**config.mk**
```make
export PLATFORM = sky130hd
export DESIGN_NAME = writeback_unit
export DESIGN_NICKNAME = d
export VERILOG_FILES = /design/src/rtl/wb_pkg.sv /design/src/rtl/wb_fifo.sv /design/src/rtl/writeback_unit.sv
export SDC_FILE = /design/constraint.sdc
export NUM_CORES = 1
export LEC_CHECK = 0
export ABC_AREA = 0
export BUFFER_PORTS_ARGS = -buffer_cell sky130_fd_sc_hd__buf_2
export CAP_MARGIN = 40
export CORE_ASPECT_RATIO = 0.7
export CORE_MARGIN = 2
export CORE_UTILIZATION = 45
export CTS_BUF_LIST = sky130_fd_sc_hd__clkbuf_8
export DETAILED_ROUTE_END_ITERATION = 8
export PLACE_DENSITY = 0.63
export SLEW_MARGIN = 40
export SYNTH_ARGS = -nofsm -noshare
export SYNTH_HDL_FRONTEND = slang
export SYNTH_SLANG_ARGS = --single-unit
```
**constraint.sdc**
```tcl
create_clock -name Clk -period 4 [get_ports Clk]
set_input_delay 0.4 -clock Clk [delete_from_list [all_inputs] [get_ports Clk]]
set_output_delay 0.4 -clock Clk [all_outputs]
set_load 0.03 [all_outputs]
```
**src/rtl/wb_pkg.sv**
```systemverilog
// Shared definitions for the writeback unit.
// Holds the default geometry (data width, register address width, queue depth),
// the queue entry layout, and a helper that gives the packed entry width.
package wb_pkg;

    localparam int unsigned WB_W     = 8;
    localparam int unsigned WB_A     = 2;
    localparam int unsigned WB_DEPTH = 4;

    // One pending register-file write, stored in FIFO order.
    typedef struct packed {
        logic            jump;
        logic [WB_A-1:0] addr;
        logic [WB_W-1:0] data;
    } wb_entry_t;

    // Packed width of {jump, addr, data} for arbitrary widths.
    function automatic int unsigned wb_entry_width(input int unsigned w, input int unsigned a);
        return 1 + a + w;
    endfunction

endpackage

```
**src/rtl/wb_fifo.sv**
```systemverilog
// Writeback queue storage: 2-write / 1-read FIFO with occupancy tracking.
// Ports:
//   Clk, Reset            clock, synchronous active-high reset
//   push_num_i            number of entries written this edge (0..2)
//   wdata0_i, wdata1_i    entries in enqueue order (wdata1_i used only when push_num_i == 2)
//   pop_i                 retire the head entry this edge
//   head_o                entry at the read pointer
//   count_o               current occupancy
//   occ_o                 per-slot occupied flags
//   mem_o                 raw slot contents (for the hazard query)
module wb_fifo
    import wb_pkg::*;
#(
    parameter int unsigned EW    = wb_entry_width(WB_W, WB_A),
    parameter int unsigned DEPTH = WB_DEPTH
) (
    input  logic                          Clk,
    input  logic                          Reset,
    input  logic [1:0]                    push_num_i,
    input  logic [EW-1:0]                 wdata0_i,
    input  logic [EW-1:0]                 wdata1_i,
    input  logic                          pop_i,
    output logic [EW-1:0]                 head_o,
    output logic [$clog2(DEPTH+1)-1:0]    count_o,
    output logic [DEPTH-1:0]              occ_o,
    output logic [DEPTH-1:0][EW-1:0]      mem_o
);

    localparam int unsigned PW = $clog2(DEPTH);
    localparam int unsigned CW = $clog2(DEPTH+1);

    logic [DEPTH-1:0][EW-1:0] mem_q, mem_d;
    logic [DEPTH-1:0]         occ_q, occ_d;
    logic [PW-1:0]            wptr_q, wptr_d;
    logic [PW-1:0]            rptr_q, rptr_d;
    logic [CW-1:0]            count_q, count_d;
    logic [PW-1:0]            wptr_nxt;

    // DEPTH is a power of two, so plain PW-bit arithmetic wraps the pointers.
    assign wptr_nxt = wptr_q + PW'(1);

    always_comb begin
        mem_d   = mem_q;
        occ_d   = occ_q;
        wptr_d  = wptr_q + PW'(push_num_i);
        rptr_d  = rptr_q;
        count_d = count_q + CW'(push_num_i) - CW'(pop_i);
        // Clear before set: a push never lands on the slot being popped because the
        // unit only pushes into slots that were free at the start of the cycle.
        if (pop_i) begin
            occ_d[rptr_q] = 1'b0;
            rptr_d        = rptr_q + PW'(1);
        end
        if (push_num_i != 2'd0) begin
            mem_d[wptr_q] = wdata0_i;
            occ_d[wptr_q] = 1'b1;
        end
        if (push_num_i == 2'd2) begin
            mem_d[wptr_nxt] = wdata1_i;
            occ_d[wptr_nxt] = 1'b1;
        end
    end

    always_ff @(posedge Clk) begin
        if (Reset) begin
            occ_q   <= '0;
            wptr_q  <= '0;
            rptr_q  <= '0;
            count_q <= '0;
        end else begin
            occ_q   <= occ_d;
            wptr_q  <= wptr_d;
            rptr_q  <= rptr_d;
            count_q <= count_d;
        end
    end

    // Slot contents need no reset; they are qualified by occ_q everywhere.
    always_ff @(posedge Clk) begin
        mem_q <= mem_d;
    end

    assign head_o  = mem_q[rptr_q];
    assign count_o = count_q;
    assign occ_o   = occ_q;
    assign mem_o   = mem_q;

endmodule

```
**src/rtl/writeback_unit.sv**
```systemverilog
// Writeback unit: merges ALU and load results into a small queue that drains one
// register-file write per cycle, and answers hazard probes against queued writes.
// Ports:
//   Clk, Reset                         clock, synchronous active-high reset
//   AluValid/AluReady/AluAddr/AluData/AluJump   ALU result handshake
//   LdValid/LdReady/LdAddr/LdData      load result handshake
//   WriteEn/Waddr/DataIn/Jump          register-file write port (head of queue)
//   QueryAddr/QueryPending             hazard probe: a queued non-jump write targets QueryAddr
//   Count                              current queue occupancy
module writeback_unit
    import wb_pkg::*;
#(
    parameter int unsigned W     = WB_W,
    parameter int unsigned A     = WB_A,
    parameter int unsigned DEPTH = WB_DEPTH
) (
    input  logic                       Clk,
    input  logic                       Reset,
    input  logic                       AluValid,
    output logic                       AluReady,
    input  logic [A-1:0]               AluAddr,
    input  logic [W-1:0]               AluData,
    input  logic                       AluJump,
    input  logic                       LdValid,
    output logic                       LdReady,
    input  logic [A-1:0]               LdAddr,
    input  logic [W-1:0]               LdData,
    output logic                       WriteEn,
    output logic [A-1:0]               Waddr,
    output logic [W-1:0]               DataIn,
    output logic                       Jump,
    input  logic [A-1:0]               QueryAddr,
    output logic                       QueryPending,
    output logic [$clog2(DEPTH+1)-1:0] Count
);

    localparam int unsigned EW = wb_entry_width(W, A);
    localparam int unsigned CW = $clog2(DEPTH+1);

    // Same layout as wb_entry_t, sized by this instance's parameters.
    typedef struct packed {
        logic         jump;
        logic [A-1:0] addr;
        logic [W-1:0] data;
    } entry_t;

    logic [CW-1:0]            free;
    logic                     ld_acc, alu_acc;
    logic [1:0]               push_num;
    entry_t                   ld_entry, alu_entry, wdata0, wdata1, head;
    logic [EW-1:0]            head_raw;
    logic [DEPTH-1:0]         occ;
    logic [DEPTH-1:0][EW-1:0] mem;
    entry_t                   slot [DEPTH];

    // Free space uses the occupancy at the start of the cycle; a same-cycle pop
    // does not make room, so a full queue refuses both sources.
    assign free     = CW'(DEPTH) - Count;
    assign LdReady  = !Reset && (free >= CW'(1));
    assign AluReady = !Reset && ((free >= CW'(2)) || ((free == CW'(1)) && !LdValid));

    assign ld_acc  = LdValid && LdReady;
    assign alu_acc = AluValid && AluReady;

    assign ld_entry  = '{jump: 1'b0, addr: LdAddr, data: LdData};
    assign alu_entry = '{jump: AluJump, addr: AluAddr, data: AluData};

    // Load goes first when both are accepted.
    always_comb begin
        push_num = 2'(ld_acc) + 2'(alu_acc);
        wdata0   = ld_acc ? ld_entry : alu_entry;
        wdata1   = alu_entry;
    end

    wb_fifo #(
        .EW    (EW),
        .DEPTH (DEPTH)
    ) u_fifo (
        .Clk        (Clk),
        .Reset      (Reset),
        .push_num_i (push_num),
        .wdata0_i   (wdata0),
        .wdata1_i   (wdata1),
        .pop_i      (WriteEn),
        .head_o     (head_raw),
        .count_o    (Count),
        .occ_o      (occ),
        .mem_o      (mem)
    );

    // The head is written (and popped) every cycle the queue is non-empty.
    always_comb begin
        head    = entry_t'(head_raw);
        WriteEn = (Count != '0);
        Waddr   = WriteEn ? head.addr : '0;
        DataIn  = WriteEn ? head.data : '0;
        Jump    = WriteEn ? head.jump : 1'b0;
    end

    always_comb begin
        for (int i = 0; i < DEPTH; i++) begin
            slot[i] = entry_t'(mem[i]);
        end
    end

    // Jump-register writes never create a GPR hazard.
    always_comb begin
        QueryPending = 1'b0;
        for (int i = 0; i < DEPTH; i++) begin
            if (occ[i] && (slot[i].addr == QueryAddr) && !slot[i].jump) begin
                QueryPending = 1'b1;
            end
        end
    end

endmodule

```
# [After elaboration in Yosys (flattened, before gate mapping)]
# Index checks and enable logic that the tools add are counted.
[word_totals] wordCells=85 inputBits=27 reg_bits=55 output_inout_bits=18
[op_classes] reduce_logical=25 order_cmp=8 bitwise=4 mux=27 addsub=7 n_eq_ne=6
[op_table] cell="$bwmux 44" n=2
[op_table] cell="$mux 44" n=2
[op_table] cell="$demux 11 s2" n=2
[op_table] cell="$mux 11" n=4
[op_table] cell="$bmux 11 s2" n=1
[op_table] cell="$logic_and 1x1->1" n=16
[op_table] cell="$mux 4" n=3
[op_table] cell="$lt 2x3->1 const B" n=3
[op_table] cell="$eq 2x2->1" n=4
[op_table] cell="$mux 1" n=8
[op_table] cell="$mux 8" n=1
[op_table] cell="$or 4x4->4" n=2
[op_table] cell="$demux 1 s2" n=3
[op_table] cell="$ge 2x1->1 const B" n=3
[op_table] cell="$logic_not 1->1" n=6
[op_table] cell="$add 2x1->2 const B" n=2
[op_table] cell="$and 4x4->4" n=1
[op_table] cell="$not 4->4" n=1
[op_table] cell="$add 3x2->3" n=1
[op_table] cell="$eq 3x1->1 const B" n=1
[op_table] cell="$ge 3x1->1 const B" n=1
[op_table] cell="$ge 3x2->1 const B" n=1
[op_table] cell="$reduce_bool 3->1" n=1
[op_table] cell="$sub 3x1->3" n=1
[op_table] cell="7 further kinds" n=7

# [Logic depth before layout (Yosys ltp)]
[logic_depth] depth_word=11 mapped_depth=13

# [By module]
# From an unflattened synthesis, not the netlist that was laid out.
[unflattened] cells_unflattened=372 hier_area_um2=3245.6
[modules_own_cells] mod="wb_fifo" n_inst=1 cells_per_inst=317 area_each_um2=2748.9
[modules_own_cells] mod="writeback_unit" n_inst=1 cells_per_inst=55 area_each_um2=496.7

# [Worst setup path before layout]
# OpenSTA, ideal clock, no wires.
[synth_path] path_kind="register to register" start="reg u_fifo.count_q[0], in the netlist u_fifo.count_o[0]" end="reg u_fifo.count_q[2], in the netlist u_fifo.count_o[2]" period_less_slack_ns=3.401 arrival_time_ns=3.273 n_path_buf=0 required_time_ns=3.872 slack_ns=0.599 setup_ns=0.128 stages_incl_launch_ff=14 path_cell_list="dfxtp_1 inv_1 ha_1 ha_1 nor3b_1 a21oi_1 nand2_1 inv_1 ha_1 inv_1 ha_1 fa_1 xnor2_1 nor2_1"
[synth_via] elab_chain_len=9
[synth_rtl] element="from (decl)" line_no="wb_fifo.sv:36" source="logic [CW-1:0] count_q, count_d;"
[synth_rtl] element="from (signal assigned)" line_no="wb_fifo.sv:74" source="count_q <= count_d;"
[synth_rtl] element="$sub 3x3->3 *" line_no="writeback_unit.sv:58" source="assign free = CW'(DEPTH) - Count;"
[synth_rtl] element="parallel branches: the longest is 2 deep, another holds $ge 3x2->1"
[synth_rtl] element="$logic_or 1x1->1 *" line_no="writeback_unit.sv:60" source="assign AluReady = !Reset && ((free >= CW'(2)) || ((free == CW'(1)) && !LdValid));"
[synth_rtl] element="$logic_and 1x1->1 *" line_no="writeback_unit.sv:60"
[synth_rtl] element="named net AluReady" line_no="writeback_unit.sv:20" source="output logic AluReady,"
[synth_rtl] element="$logic_and 1x1->1 *" line_no="writeback_unit.sv:63" source="assign alu_acc = AluValid && AluReady;"
[synth_rtl] element="$add 1x1->2 *" line_no="writeback_unit.sv:70" source="push_num = 2'(ld_acc) + 2'(alu_acc);"
[synth_rtl] element="$add 3x2->3 *" line_no="wb_fifo.sv:47" source="count_d = count_q + CW'(push_num_i) - CW'(pop_i);"
[synth_rtl] element="$sub 3x1->3 *" line_no="wb_fifo.sv:47"
# Mark *: on every way through the listed nets, which the timed path passes.
# A chain may end at the register's enable or synchronous reset.

==> impl_results.html <==
<table>
<tr><th>Metric</th><th>Value</th></tr>
<tr><th colspan="2">Status</th></tr>
<tr><td>Status</td><td>completed</td></tr>
<tr><th colspan="2">Min path</th></tr>
<tr><td>Hold path depth</td><td>2</td></tr>
<tr><td>Worst hold path type</td><td>in2reg</td></tr>
<tr><td>Hold path endpoint</td><td>u_fifo.mem_o[16]$_DFF_P_</td></tr>
<tr><td>Startpoint of the lowest-slack hold path</td><td>AluData[5]</td></tr>
<tr><th colspan="2">Worst setup path</th></tr>
<tr><td>Register-to-register setup slack</td><td>580 ps</td></tr>
<tr><td>Buffers plus inverters on the worst setup path</td><td>2</td></tr>
<tr><td>Crit. Startpoint</td><td>u_fifo.count_o[0]$_SDFF_PP0_</td></tr>
<tr><td>Endpoint of the worst-slack reg-to-reg timing path</td><td>u_fifo.mem_o[14]$_DFF_P_</td></tr>
<tr><td>Endpoint kind of the worst setup timing path</td><td>register</td></tr>
<tr><td>Slowest stage cell on the critical path</td><td>sky130_fd_sc_hd__o21a_1</td></tr>
<tr><td>Required time of the critical path</td><td>4200 ps</td></tr>
<tr><td>Most common cell on crit path</td><td>sky130_fd_sc_hd__ha_1</td></tr>
<tr><td>Critical Path Max Stage Delay</td><td>520 ps</td></tr>
<tr><td>WP data arrival</td><td>3620 ps</td></tr>
<tr><td>Critical path type</td><td>reg2reg</td></tr>
<tr><td>R2r startpoint</td><td>u_fifo.count_o[0]$_SDFF_PP0_</td></tr>
<tr><td>Crit start category</td><td>register</td></tr>
<tr><td>Biggest fanout along the worst timing path</td><td>12</td></tr>
<tr><td>Gate family responsible for the most delay along the worst path</td><td>compound AO/OA/AOI/OAI gates</td></tr>
<tr><td>Ordered cell list for the critical path</td><td>inv_1, ha_1, ha_1, nor4b_4, nor3b_4, inv_2, ha_1, nor2b_1, o21a_1, o21ai_2, o21a_1</td></tr>
<tr><td>Worst Reg-to-Reg Cells</td><td>11</td></tr>
<tr><th colspan="2">Finish</th></tr>
<tr><td>Proportion of layout cells with a drive suffix above 1</td><td>0.277</td></tr>
<tr><td>Count of filler cells inserted in the layout</td><td>634</td></tr>
<tr><td>Layout net count</td><td>389</td></tr>
<tr><td>Area growth, synth to finish</td><td>13.0%</td></tr>
<tr><td># diodes</td><td>0</td></tr>
<tr><th colspan="2">Clock tree</th></tr>
<tr><td>Clock network latency to the later pin of the worst-skew pair</td><td>310 ps</td></tr>
<tr><td>Number of CTS-inserted buffers</td><td>5</td></tr>
<tr><td>Clock root cell</td><td>sky130_fd_sc_hd__clkbuf_8</td></tr>
<tr><td>Number of H-tree levels</td><td>2</td></tr>
<tr><td>Clk slew on worst S/H paths</td><td>100 ps</td></tr>
<tr><td>Hold-fix buffer count after cts</td><td>0</td></tr>
<tr><td>Setup repair bufs after CTS</td><td>0</td></tr>
<tr><td>Resize count post-CTS</td><td>0</td></tr>
<tr><td>Sink Count</td><td>55</td></tr>
<tr><td>Number of buffers on the longest clock path</td><td>2</td></tr>
<tr><td>TritonCTS clock tree</td><td>built</td></tr>
<tr><th colspan="2">STA</th></tr>
<tr><td>Total negative slack</td><td>0 ps</td></tr>
<tr><td>RSZ-0062 raised after global routing</td><td>false</td></tr>
<tr><td>Worst-margin pin slew</td><td>727 ps</td></tr>
<tr><td>Worst Clk Skew</td><td>5.43 ps</td></tr>
<tr><td>Final Critical Period</td><td>3420 ps</td></tr>
<tr><td>Final hold violations</td><td>0</td></tr>
<tr><td>Fmax</td><td>293 MHz</td></tr>
<tr><td>Final setup violation count</td><td>0</td></tr>
<tr><td>Final clock period utilization by the worst path</td><td>0.854</td></tr>
<tr><td>Final worst slack</td><td>584 ps</td></tr>
<tr><td>Headroom to the max-slew limit</td><td>0.515</td></tr>
<tr><td>Fin. max-slew vios</td><td>0</td></tr>
<tr><th colspan="2">Route</th></tr>
<tr><td>Post-detailed-route count of antenna-violating nets</td><td>0</td></tr>
<tr><td>Total via count in the routed design</td><td>2436</td></tr>
<tr><td>Average vias per placed instance</td><td>5.54</td></tr>
<tr><td>Number of design rule violations left after detail routing</td><td>0</td></tr>
<tr><td>DR iter-0 viols</td><td>193</td></tr>
<tr><td>Routed wire length per instance</td><td>17.4 microns</td></tr>
<tr><td>Overall routed net length</td><td>7.64 mm</td></tr>
<tr><td>Number of detailed-routing iterations run before antenna repair</td><td>4</td></tr>
<tr><th colspan="2">Yosys</th></tr>
<tr><td>Per-instance average area after synthesis</td><td>10.0 sq um</td></tr>
<tr><td>Leading post-synthesis cells by cell area</td><td>sky130_fd_sc_hd__dfxtp_1 36%, sky130_fd_sc_hd__mux4_2 8.1%, sky130_fd_sc_hd__o221a_2 7.3%</td></tr>
<tr><td>Combinational family with the most area after synthesis</td><td>compound AO/OA/AOI/OAI gates</td></tr>
<tr><td>Yosys Warn Count</td><td>0</td></tr>
<tr><td>Number of synthesized flops with an enable pin</td><td>0</td></tr>
<tr><td>Synth Area in XOR/XNOR</td><td>0.0371</td></tr>
<tr><td>Portion of netlist area occupied by mux cells</td><td>0.0840</td></tr>
<tr><td>Share of the synthesized area in the top cell type</td><td>0.359</td></tr>
<tr><td>Dominant register cell in the synthesized netlist</td><td>sky130_fd_sc_hd__dfxtp_1</td></tr>
<tr><td>Netlist area before placement</td><td>3070 sq um</td></tr>
<tr><td>Fraction of the mapped netlist area in compound gates</td><td>0.211</td></tr>
<tr><td>Synthesis-stage register bit count</td><td>55</td></tr>
<tr><td>Async S/R FF share, synth</td><td>0</td></tr>
<tr><td>Total nets after synthesis</td><td>349</td></tr>
<tr><td>Leading area contributor after synthesis</td><td>sky130_fd_sc_hd__dfxtp_1</td></tr>
<tr><td>Synth unique cells</td><td>46</td></tr>
<tr><td>Portion of the post-synthesis area used by sequential elements</td><td>0.359</td></tr>
<tr><td>Synthesized netlist cell count</td><td>306</td></tr>
<tr><td>Post-synthesis share of cell area spent on full adders, half adders and majority gates</td><td>0.0677</td></tr>
<tr><td>Post-synthesis simple-gate area fraction</td><td>0.177</td></tr>
<tr><th colspan="2">Floorplanning</th></tr>
<tr><td>Placement row count</td><td>25</td></tr>
<tr><td>Number of ports placed on the die boundary</td><td>45</td></tr>
<tr><td>Placeable core region</td><td>6660 sq um</td></tr>
<tr><td>Effective utilization at floorplan</td><td>0.461</td></tr>
<tr><td>Area of the die</td><td>7510 sq um</td></tr>
<tr><td>Die outline width</td><td>103 microns</td></tr>
<tr><td>Vertical die dimension</td><td>73.1 microns</td></tr>
<tr><th colspan="2">Global route</th></tr>
<tr><td>Pin count of the biggest net entering global routing</td><td>18</td></tr>
<tr><td>Overflow after GRT</td><td>0</td></tr>
<tr><td>Number of global-route vias before repair</td><td>2279</td></tr>
<tr><td>Total routing resource utilization after global routing</td><td>0.214</td></tr>
<tr><td>Global-route wire length before repair</td><td>12.1 mm</td></tr>
<tr><td>Initial antenna violation count</td><td>0</td></tr>
<tr><th colspan="2">Pwr</th></tr>
<tr><td>VDD IR max</td><td>311 uV</td></tr>
<tr><td>LEAKAGE</td><td>1.48 nW</td></tr>
<tr><td>Power Dens Cells</td><td>910 nW/um^2</td></tr>
<tr><th colspan="2">Place</th></tr>
<tr><td>Gpl congestion</td><td>0.877</td></tr>
<tr><td>Detailed Place HPWL</td><td>5.51 mm</td></tr>
<tr><td>Worst slack, placed</td><td>608 ps</td></tr>
<tr><td>Count of buffers inserted at the top-level ports</td><td>44</td></tr>
<tr><th colspan="2">Run</th></tr>
<tr><td>Number of max-cap violations</td><td>0</td></tr>
</table>
[flip-flops by register name (all words and copies together) (netlist names)]
signal	count
u_fifo.mem_o	44
u_fifo.occ_o	4
u_fifo.count_o	3
u_fifo.rptr_q	2
u_fifo.wptr_q	2
[synth_stat cells, drive strengths merged (2+ instances only)]
cell / n
nand4b: 4
nand2b: 19
inv: 35
o21a: 11
o21ai: 7
nor2: 19
xor2: 2
ha: 15
o221ai: 2
clkbuf: 6
o22a: 10
nand3b: 2
o221a: 20
buf: 8
nor3b: 3
and2: 13
nand2: 7
o22ai: 3
a21o: 2
nor3: 2
nor2b: 4
dfxtp: 55
a21oi: 9
a221oi: 10
nand4: 4
mux4: 11
or2b: 3
xnor2: 11
[how the worst max path moves through the flow]
stage | end | depth (start not counted)
after floorplan | u_fifo.count_o[2]$_SDFF_PP0_ | 13
after global placement | u_fifo.mem_o[14]$_DFF_P_ | 11
after detailed placement | u_fifo.mem_o[14]$_DFF_P_ | 11
after CTS | u_fifo.mem_o[14]$_DFF_P_ | 11
after global routing | u_fifo.mem_o[12]$_DFF_P_ | 11
final | u_fifo.mem_o[14]$_DFF_P_ | 11
[layout by cell type, fill, tap and decap left out, types with 2 or more instances in the layout]
master and instances:
sky130_fd_sc_hd__a21o_1 2, sky130_fd_sc_hd__a21oi_1 9, sky130_fd_sc_hd__a221oi_1 10, sky130_fd_sc_hd__and2_1 13
sky130_fd_sc_hd__buf_2 44, sky130_fd_sc_hd__buf_4 3, sky130_fd_sc_hd__clkbuf_8 5, sky130_fd_sc_hd__dfxtp_1 54
sky130_fd_sc_hd__ha_1 15, sky130_fd_sc_hd__inv_1 35, sky130_fd_sc_hd__mux4_2 11, sky130_fd_sc_hd__nand2_1 7
sky130_fd_sc_hd__nand2b_1 19, sky130_fd_sc_hd__nand3b_1 2, sky130_fd_sc_hd__nand4_2 3, sky130_fd_sc_hd__nand4b_1 4
sky130_fd_sc_hd__nor2_1 19, sky130_fd_sc_hd__nor2b_1 4, sky130_fd_sc_hd__o21a_1 11, sky130_fd_sc_hd__o21ai_0 4
sky130_fd_sc_hd__o21ai_1 2, sky130_fd_sc_hd__o221a_2 20, sky130_fd_sc_hd__o221ai_1 2, sky130_fd_sc_hd__o22a_1 10
sky130_fd_sc_hd__o22ai_1 3, sky130_fd_sc_hd__or2b_1 3, sky130_fd_sc_hd__xnor2_1 11, sky130_fd_sc_hd__xor2_1 2
[per-stage QoR]
| stage | utilization | instance area, sq um | instances | total power [mW] | hold WS (ps) |
|---|---|---|---|---|---|
| final | 0.521 | 3470 | 440 | 3.16 | 353 |
| after global routing | 0.521 | 3470 | 440 | 3.37 | 357 |
| after CTS | 0.521 | 3470 | 440 | 3.17 | 341 |
| after detailed placement | 0.505 | 3370 | 433 | 2.80 | 472 |
| after global placement | 0.505 | 3370 | 433 | 2.76 | 472 |
| after floorplan | - | 3070 | 306 | 2.38 | 454 |
[metal layers]
layer	vias to the layer above	GRT usage	wire [microns]
met3	4	0.0354	584
met2	68	0.308	3170
met5	-	0	0
met4	0	0.0444	51
li1	1191	-	-
met1	1173	0.336	3830
[cells by family after synthesis]
kind of cell,after synthesis
simple gates,83
flops,55
fa+ha+maj,16
compound gates,77
xor+xnor,13
mux,12
buf+inv,50
[cell type report]
cell class / count / area [sq um] / share of cell area
multi-input cells: 201 / 1770 / 0.510
flip-flops and latches: 55 / 1100 / 0.318
repair buffers: 47 / 243 / 0.0700
inverters: 36 / 135 / 0.0389
well taps: 94 / 118 / 0.0339
clock buffers: 5 / 68.8 / 0.0198
clock inverters: 2 / 33.8 / 0.00974
[power breakdown]
group / total (mW) / leakage, nW / internal, mW / switching (mW)
logic: 1.73 / 0.965 / 0.844 / 0.883
clock network: 0.362 / 0.0554 / 0.181 / 0.180
registers: 1.07 / 0.460 / 0.815 / 0.254
Note: power is estimated with default switching activity, not from simulation.
